--- src/rtl/i2s_master_tx_pkg.sv ---
// Shared audio constants and the bit-clock generator state type for the I2S transmitter.
package i2s_master_tx_pkg;

    localparam int DATA_W    = 24;  // PCM sample width, MSB first
    localparam int SLOT_W    = 32;  // bclk periods per channel slot
    localparam int BCLK_HALF = 4;   // clk cycles per bclk half-period

    // Slot bit 0 carries the one-bit I2S delay; the sample MSB sits at slot bit 1.
    localparam int SLOT_BIT_DELAY = 0;
    localparam int SLOT_BIT_FIRST = SLOT_BIT_DELAY + 1;

    // Generator state: no frame loaded since run rose / frames streaming.
    typedef enum logic {
        GEN_IDLE   = 1'b0,
        GEN_ACTIVE = 1'b1
    } gen_state_e;

endpackage

--- src/rtl/i2s_master_tx_bclk_gen.sv ---
// Bit-clock divider, falling-edge event strobe, frame bit counter and lrclk.
//
// state      | meaning
// GEN_IDLE   | run low, or running but the first falling edge has not occurred yet
// GEN_ACTIVE | frames streaming; bit counter wraps every 2*SLOT_W falling edges
module i2s_master_tx_bclk_gen
    import i2s_master_tx_pkg::*;
#(
    parameter int BCLK_HALF = i2s_master_tx_pkg::BCLK_HALF,
    parameter int SLOT_W    = i2s_master_tx_pkg::SLOT_W,
    localparam int DIV_W    = $clog2(BCLK_HALF),
    localparam int CNT_W    = $clog2(2 * SLOT_W)
) (
    input  logic             clk,
    input  logic             reset,
    input  logic             run,
    output logic             o_bclk,
    output logic             o_lrclk,
    output logic             o_fall,
    output logic             o_frame_load,
    output logic [CNT_W-1:0] o_bit_nxt
);

    gen_state_e       r_state;
    gen_state_e       w_state_nxt;
    logic [DIV_W-1:0] r_div;
    logic [CNT_W-1:0] r_bit;
    logic             r_bclk;
    logic             r_lrclk;
    logic             w_wrap;
    logic             w_fall;
    logic             w_first;
    logic             w_bit_last;

    assign w_wrap     = (r_div == DIV_W'(BCLK_HALF - 1));
    assign w_fall     = run & ~reset & w_wrap & r_bclk;
    assign w_first    = (r_state == GEN_IDLE);
    assign w_bit_last = (r_bit == CNT_W'(2 * SLOT_W - 1));

    // State register; run low or reset forces the generator back to idle.
    always_ff @(posedge clk) begin
        if (reset) r_state <= GEN_IDLE;
        else       r_state <= w_state_nxt;
    end

    // Next state plus the frame-load and next-bit decode that depend on it.
    always_comb begin
        w_state_nxt  = r_state;
        o_frame_load = 1'b0;
        o_bit_nxt    = r_bit + 1'b1;
        if (w_first || w_bit_last) o_bit_nxt = '0;
        if (w_fall && (w_first || w_bit_last)) o_frame_load = 1'b1;
        if (!run)        w_state_nxt = GEN_IDLE;
        else if (w_fall) w_state_nxt = GEN_ACTIVE;
    end

    // Divider toggles bclk at each wrap; bit counter and lrclk move only as bclk falls.
    always_ff @(posedge clk) begin
        if (reset || !run) begin
            r_div   <= '0;
            r_bclk  <= 1'b0;
            r_bit   <= '0;
            r_lrclk <= 1'b0;
        end else begin
            if (w_wrap) begin
                r_div  <= '0;
                r_bclk <= ~r_bclk;
            end else begin
                r_div <= r_div + 1'b1;
            end
            if (w_fall) begin
                r_bit   <= o_bit_nxt;
                r_lrclk <= (o_bit_nxt >= CNT_W'(SLOT_W));
            end
        end
    end

    assign o_bclk  = r_bclk;
    assign o_lrclk = r_lrclk;
    assign o_fall  = w_fall;

endmodule

--- src/rtl/i2s_master_tx.sv ---
// I2S master transmitter: stereo staging buffer, status flags and serial data mux.
module i2s_master_tx
    import i2s_master_tx_pkg::*;
#(
    parameter int BCLK_HALF = i2s_master_tx_pkg::BCLK_HALF,
    parameter int DATA_W    = i2s_master_tx_pkg::DATA_W,
    parameter int SLOT_W    = i2s_master_tx_pkg::SLOT_W
) (
    input  logic              clk,
    input  logic              reset,
    input  logic              run,
    input  logic              l_data_en,
    input  logic              r_data_en,
    input  logic [DATA_W-1:0] l_data,
    input  logic [DATA_W-1:0] r_data,
    input  logic              status_clr,
    output logic              bclk,
    output logic              lrclk,
    output logic              s_data,
    output logic              sample_req,
    output logic              underrun,
    output logic              overrun
);

    localparam int CNT_W = $clog2(2 * SLOT_W);
    localparam int IDX_W = $clog2(DATA_W);

    logic                w_fall;
    logic                w_load;
    logic [CNT_W-1:0]    w_bit_nxt;
    logic [DATA_W-1:0]   r_l_stage;
    logic [DATA_W-1:0]   r_r_stage;
    logic                r_l_pend;
    logic                r_r_pend;
    logic [2*DATA_W-1:0] r_frame;
    logic                r_sdata;
    logic                r_sample_req;
    logic                r_underrun;
    logic                r_overrun;
    logic                w_set_under;
    logic                w_set_over;
    logic [DATA_W-1:0]   w_word;
    logic                w_bit;
    int                  w_k;

    i2s_master_tx_bclk_gen #(
        .BCLK_HALF (BCLK_HALF),
        .SLOT_W    (SLOT_W)
    ) u_bclk_gen (
        .clk          (clk),
        .reset        (reset),
        .run          (run),
        .o_bclk       (bclk),
        .o_lrclk      (lrclk),
        .o_fall       (w_fall),
        .o_frame_load (w_load),
        .o_bit_nxt    (w_bit_nxt)
    );

    // A missed pair is flagged at load; an overwrite counts only if the old value was not consumed this clk.
    assign w_set_under = w_load & ~(r_l_pend & r_r_pend);
    assign w_set_over  = ~w_load & ((l_data_en & r_l_pend) | (r_data_en & r_r_pend));

    // Pick the slot bit that goes out at the coming falling edge.
    always_comb begin
        w_k    = int'(w_bit_nxt) % SLOT_W;
        w_word = (int'(w_bit_nxt) >= SLOT_W) ? r_frame[DATA_W-1:0] : r_frame[2*DATA_W-1:DATA_W];
        w_bit  = 1'b0;
        if (w_k >= SLOT_BIT_FIRST && w_k <= DATA_W) w_bit = w_word[IDX_W'(DATA_W - w_k)];
    end

    // Staging buffer, frame latch and sticky status; frame load reads the pre-strobe staged values.
    always_ff @(posedge clk) begin
        if (reset || !run) begin
            r_l_stage    <= '0;
            r_r_stage    <= '0;
            r_l_pend     <= 1'b0;
            r_r_pend     <= 1'b0;
            r_frame      <= '0;
            r_sample_req <= 1'b0;
            r_underrun   <= 1'b0;
            r_overrun    <= 1'b0;
        end else begin
            r_sample_req <= w_load;
            if (w_load) begin
                if (r_l_pend && r_r_pend) r_frame <= {r_l_stage, r_r_stage};
                r_l_pend <= 1'b0;
                r_r_pend <= 1'b0;
            end
            if (l_data_en) begin
                r_l_stage <= l_data;
                r_l_pend  <= 1'b1;
            end
            if (r_data_en) begin
                r_r_stage <= r_data;
                r_r_pend  <= 1'b1;
            end
            r_underrun <= w_set_under | (r_underrun & ~status_clr);
            r_overrun  <= w_set_over  | (r_overrun  & ~status_clr);
        end
    end

    // Serial data register changes together with lrclk as bclk falls.
    always_ff @(posedge clk) begin
        if (reset || !run) r_sdata <= 1'b0;
        else if (w_fall)   r_sdata <= w_bit;
    end

    assign s_data     = r_sdata;
    assign sample_req = r_sample_req;
    assign underrun   = r_underrun;
    assign overrun    = r_overrun;

endmodule

--- config.mk ---
export PLATFORM = sky130hd
export DESIGN_NAME = i2s_master_tx
export DESIGN_NICKNAME = d
export VERILOG_FILES = /design/src/rtl/i2s_master_tx_pkg.sv /design/src/rtl/i2s_master_tx_bclk_gen.sv /design/src/rtl/i2s_master_tx.sv
export SDC_FILE = /design/constraint.sdc
export NUM_CORES = 1
export LEC_CHECK = 0
export BUFFER_PORTS_ARGS = -buffer_cell sky130_fd_sc_hd__buf_2
export CORE_MARGIN = 4
export CORE_UTILIZATION = 30
export CTS_BUF_LIST = sky130_fd_sc_hd__clkbuf_8
export DETAILED_ROUTE_END_ITERATION = 8
export PLACE_DENSITY = 0.51
export SKIP_LAST_GASP = 1
export SLEW_MARGIN = 20
export SYNTH_ARGS = -nofsm -noshare
export SYNTH_HDL_FRONTEND = slang
export SYNTH_SLANG_ARGS = --single-unit
--- constraint.sdc ---
create_clock -name clk -period 3.2 [get_ports clk]
set_input_delay 0.32 -clock clk [delete_from_list [all_inputs] [get_ports clk]]
set_output_delay 0.32 -clock clk [all_outputs]
set_load 0.01 [all_outputs]
Word level (Yosys, flattened, before mapping)
Index checks and enable logic that the tools add are counted.

cells by class
  magnitude comparators = 5
  add/subtract/negate cells = 3
  mux-type cells = 10
  equal/unequal tests = 2
  bitwise gates (word level) = 20
  reductions and logical operators = 11

operator list
  kind                                                 count
  2-to-1 mux 24 bit                                    1
  >= comparator 6 bit, second input constant           2
  AND 1 bit                                            10
  < comparator 5 x 7 -> 1 bit, second input constant   1
  2-to-1 mux 1 bit                                     7
  inverter 1 bit                                       7
  adder 6 x 1 -> 6 bit, second input constant          1
  equality test 6 bit, second input constant           1
  2-to-1 mux 6 bit                                     1
  binary-select mux 1 bit (select 5 bit)               1
  >= comparator 5 x 1 -> 1 bit, second input constant  1
  <= comparator 5 bit, second input constant           1
  subtractor 5 bit, first input constant               1
  nonzero test 2 bit                                   2
  OR reduction 2 bit                                   2
  logical AND 1 bit                                    3
  bitwise OR 1 bit                                     3
  adder 2 x 1 -> 2 bit, second input constant          1
  equality test 2 bit, second input constant           1
  logical OR 1 bit                                     2
  AND reduction 2 bit                                  1
  logical NOT 1 bit                                    1

storage, ports and cells
  logic and storage cells = 65
  output and inout port bits = 6
  flip-flop bits (word level) = 113

Longest topological paths before layout
  word-level depth = 9
  depth in mapped cells = 13

Hierarchy
Synthesis repeated with hierarchy kept, for this count alone.

unflattened totals
  cells, all modules = 514
  area, all modules = 4,673.2 um2

by module, submodules not included
  module                  seq. area each (um2)  area each (um2)  cells each  times used
  i2s_master_tx           2,042.0               4,140.2          450         1
  i2s_master_tx_bclk_gen  200.2                 533.0            64          1

Worst setup path before layout
Ideal clock, no wire load.

  path kind = reg-to-reg
  start point = register u_bclk_gen.r_bit[1]
  end point = register r_sdata, in the netlist s_data
  arrival = 2.704 ns
  required time = 3.136 ns
  setup time = 0.064 ns
  path buffers = 1
  stages on the path, launching flop included = 14
  slack = 0.432 ns
  path through = dfxtp_1 -> ha_1 -> nand3_1 -> o21a_1 -> nand2_2 -> clkbuf_1 -> ha_1 -> inv_1 -> a21oi_1 -> o2111a_1 -> a21o_1 -> a21oi_1 -> or4_1 -> nand4_1

between the ends
  cells in the longest elaborated chain, start to end = 9
  elaborated cells between the ends (all ways) = 14

ends and longest elaborated chain
  item                                                                          line                          RTL
  start, declared                                                               i2s_master_tx_bclk_gen.sv:27  logic [CNT_W-1:0] r_bit;
  start signal, assigned                                                        i2s_master_tx_bclk_gen.sv:72  r_bit <= o_bit_nxt;
  parallel branches: the longest is 2 deep, another holds adder 6 x 1 -> 6 bit  --
  2-to-1 mux 6 bit *                                                            i2s_master_tx_bclk_gen.sv:51  if (w_first || w_bit_last) o_bit_nxt = '0;
  >= comparator 6 bit                                                           i2s_master_tx.sv:67           w_word = (int'(w_bit_nxt) >= SLOT_W) ? r_frame[DATA_W-1:0] : r_frame[2*DATA_W-1:DATA_W];
  2-to-1 mux 24 bit                                                             i2s_master_tx.sv:67
  binary-select mux 1 bit (select 5 bit)                                        i2s_master_tx.sv:69           if (w_k >= SLOT_BIT_FIRST && w_k <= DATA_W) w_bit = w_word[IDX_W'(DATA_W - w_k)];
  2-to-1 mux 1 bit (implied by the code) (2 in series)                          i2s_master_tx.sv:69
  2-to-1 mux 1 bit *                                                            i2s_master_tx.sv:69
  end signal, assigned                                                          i2s_master_tx.sv:106          else if (w_fall) r_sdata <= w_bit;
  end, declared                                                                 i2s_master_tx.sv:36           logic r_sdata;

Mark *: on every way between the ends. The select of a mux whose other input is x is not followed.
A chain may end at the register's enable or synchronous reset.

Final worst setup path
Same ends and word-level chain as after synthesis.

==> reports/qor.yml <==
final_cell_mix: "113 x nand2_1, 113 x dfxtp_1, 59 x buf_2"
coreArea_um2: 15900
holdWs_ps: 108
cts_buffers: 17
fill_cells: 1704
cts_resized: 0
vias: 4151
path_max_fanout: 11
finClkSkew_ps: 9.51
grt_max_degree: 80
drive_gt1_frac: 0.173
crit_required_ps: 3590
first_iter_violations: 235
p_leak_nw: 2.27
top_usage_layer: "met2"
final.setup.tns_ps: 0
fin_util: 0.368
syn_inst: 579
yosys-top-cells-area: "dfxtp_1 46%, mux2i_1 10%, nand2_1 8.7%"
drt.antenna.violating_nets: 0
routed_wl_um: 13000
initial_utilization: 0.307
p_per_area_nw_per_um2: 554
postLayoutCellArea_um2: 5840
relSlewSlack: 0.425
ys_seq_elements: 113
placed_area_um2: 5350
arrival_ps: 3410
hold_path_class: "input port to flop"
grt_pass1_vias: 4045
diodes: 0
cts_root_buf: "clkbuf_8"
rows: 46
avgRoutedWirePerCell_um: 15.1
clock.fmax_mhz: 332
grt_use_total: 0.148
port-buffer-count: 59
io_pins: 60
cts_sinks: 113
final.min_clock_period_ps: 3010
fp.dieW_um: 135
synth_top_area_frac: 0.465
syn-num-nets: 637
ir_worst_vdd_v: 0.000292
avgSynthCellArea_um2: 8.41
routed_via_density: 4.84
syn_area_um2: 4870
grt_use_met3: 0.0423
syn_to_final_growth_pct: 19.9
async_reset_ff_frac: 0
met1_usage: 0.200
synth-seq-area-share: 0.465
grt_first_pass_wirelength_um: 21100
endpoint_kind: "flop"
place_congestion: 0.820
dieHeight_um: 135
layout.nets: 687
clk_latency_ps: 450
cap_violations: 0
clockBufferDepth: 2
drcViolationCount: 0
clk_pin_slew_worst_paths_ps: 70
gr-total-overflow: 0
postCtsSetupBuffers: 0
ys.flop_type: "dfxtp_1"
setup_viol: 0
synth_edf_count: 0
hold_viol_final: 0
slew_violations: 0
dp_hpwl_um: 9390
worstMarginPinSlew_ps: 862
grt_util_met2: 0.219
ys_warn_count: 0
cts_tree: "yes"
rsz0062_at_grt: "false"
dieArea_um2: 18300
ctsHoldBuffers: 0
dr.pass1.iters: 4
htreeDepth: 4
path_class: "flop to flop"
startpoint_type: "flop"
synthDistinctLibCells: 56
status: "finished clean"
finalCritPeriodShare: 0.942
fin_total_pwr_mw: 3.24
antenna_found_initial: 0
synth_top_area_cell: "dfxtp_1"
layer usage:
| metal | part of all wire | up-vias | wire [µm] |
|---|---|---|---|
| met1 | 0.48 | 1925 | 6280 |
| met2 | 0.44 | 90 | 5730 |
| met4 | 0.027 | 0 | 352 |
| met5 | 0 | - | 0 |
| li1 | - | 2108 | - |
| met3 | 0.049 | 28 | 631 |
registers in the layout, summed over array words and instances (netlist names):
signal	flops
u_bclk_gen.o_bclk	1
r_r_pend	1
overrun	1
r_r_stage	24
r_l_stage	24
u_bclk_gen.r_div	2
u_bclk_gen.o_lrclk	1
underrun	1
sample_req	1
r_frame	48
u_bclk_gen.r_state	1
u_bclk_gen.r_bit	6
r_l_pend	1
s_data	1
logic make-up (layout without fill, tap and decap cells):
group,Yosys count,in the layout,synth area share
AND/OR/NAND/NOR,242,242,0.217
multiplexers,51,51,0.105
flip-flops,113,113,0.465
AO/OA/AOI/OAI,117,117,0.148
XOR/XNOR,6,6,0.0123
buffers and inverters,46,109,0.0432
adder cells (fa/ha/maj),4,4,0.0103
where the power goes:
part           leakage, nW  internal, mW  switching, mW
sequential           0.915          1.43         0.0130
clock                0.256          1.09          0.580
combinational         1.10        0.0602         0.0641
path summary, 6_finish.rpt:
check / from / to / slack, ps / depth (start not counted)
setup / recovery: u_bclk_gen.r_bit[1]$_SDFFE_PP0P_ / s_data$_SDFFE_PP0P_ / 190 / 12
setup reg to reg: u_bclk_gen.r_bit[1]$_SDFFE_PP0P_ / s_data$_SDFFE_PP0P_ / 190 / 12
hold reg to reg: u_bclk_gen.r_div[0]$_SDFF_PP0_ / u_bclk_gen.r_div[0]$_SDFF_PP0_ / 430 / 1
hold / removal: r_data[23] / r_r_stage[23]$_SDFFE_PP0P_ / 110 / 3
cells in the mapped netlist (2+ instances only):
master	count
nand2_1	113
o21a_1	3
clkbuf_1	18
nor3_1	5
buf_1	9
nand4_1	3
nand3_1	36
inv_1	6
ha_1	4
nand2b_1	6
buf_2	9
a211o_1	2
a21oi_1	58
o21ai_0	18
nor4_1	2
a2111oi_0	2
a221oi_1	2
a31oi_1	7
and2_1	3
o32a_1	2
xnor2_1	3
nor2b_1	2
and3_1	4
mux2i_1	51
xor2_1	2
dfxtp_1	113
o31ai_1	2
buf_6	3
nor2_1	59
a211oi_1	6
through the flow:
stage	setup slack [ps]	std cells
final	186	858
after CTS	201	858
after detailed placement	212	826
after global placement	313	826
after global routing	14.1	858
after floorplan	432	579
final cells by class:
type,count,area (µm²),share of cell area
clock inverters,14,244,0.0418
repair buffers,71,385,0.0660
clock buffers,18,248,0.0424
inverters,6,22.5,0.00386
well taps,216,270,0.0463
flip-flops and latches,113,2260,0.387
multi-input cells,420,2410,0.412
worst max-delay path: stages, from the launching register on:
cell and delay (ps):
dfxtp_1 460, ha_1 280, nand3_1 150, o21a_1 350
nand2_2 210, ha_1 260, inv_1 120, a21oi_1 190
o2111a_1 220, a21o_1 90, a21oi_1 70, or4_1 500
nand4_1 80
(Power assumes the default switching activity.)
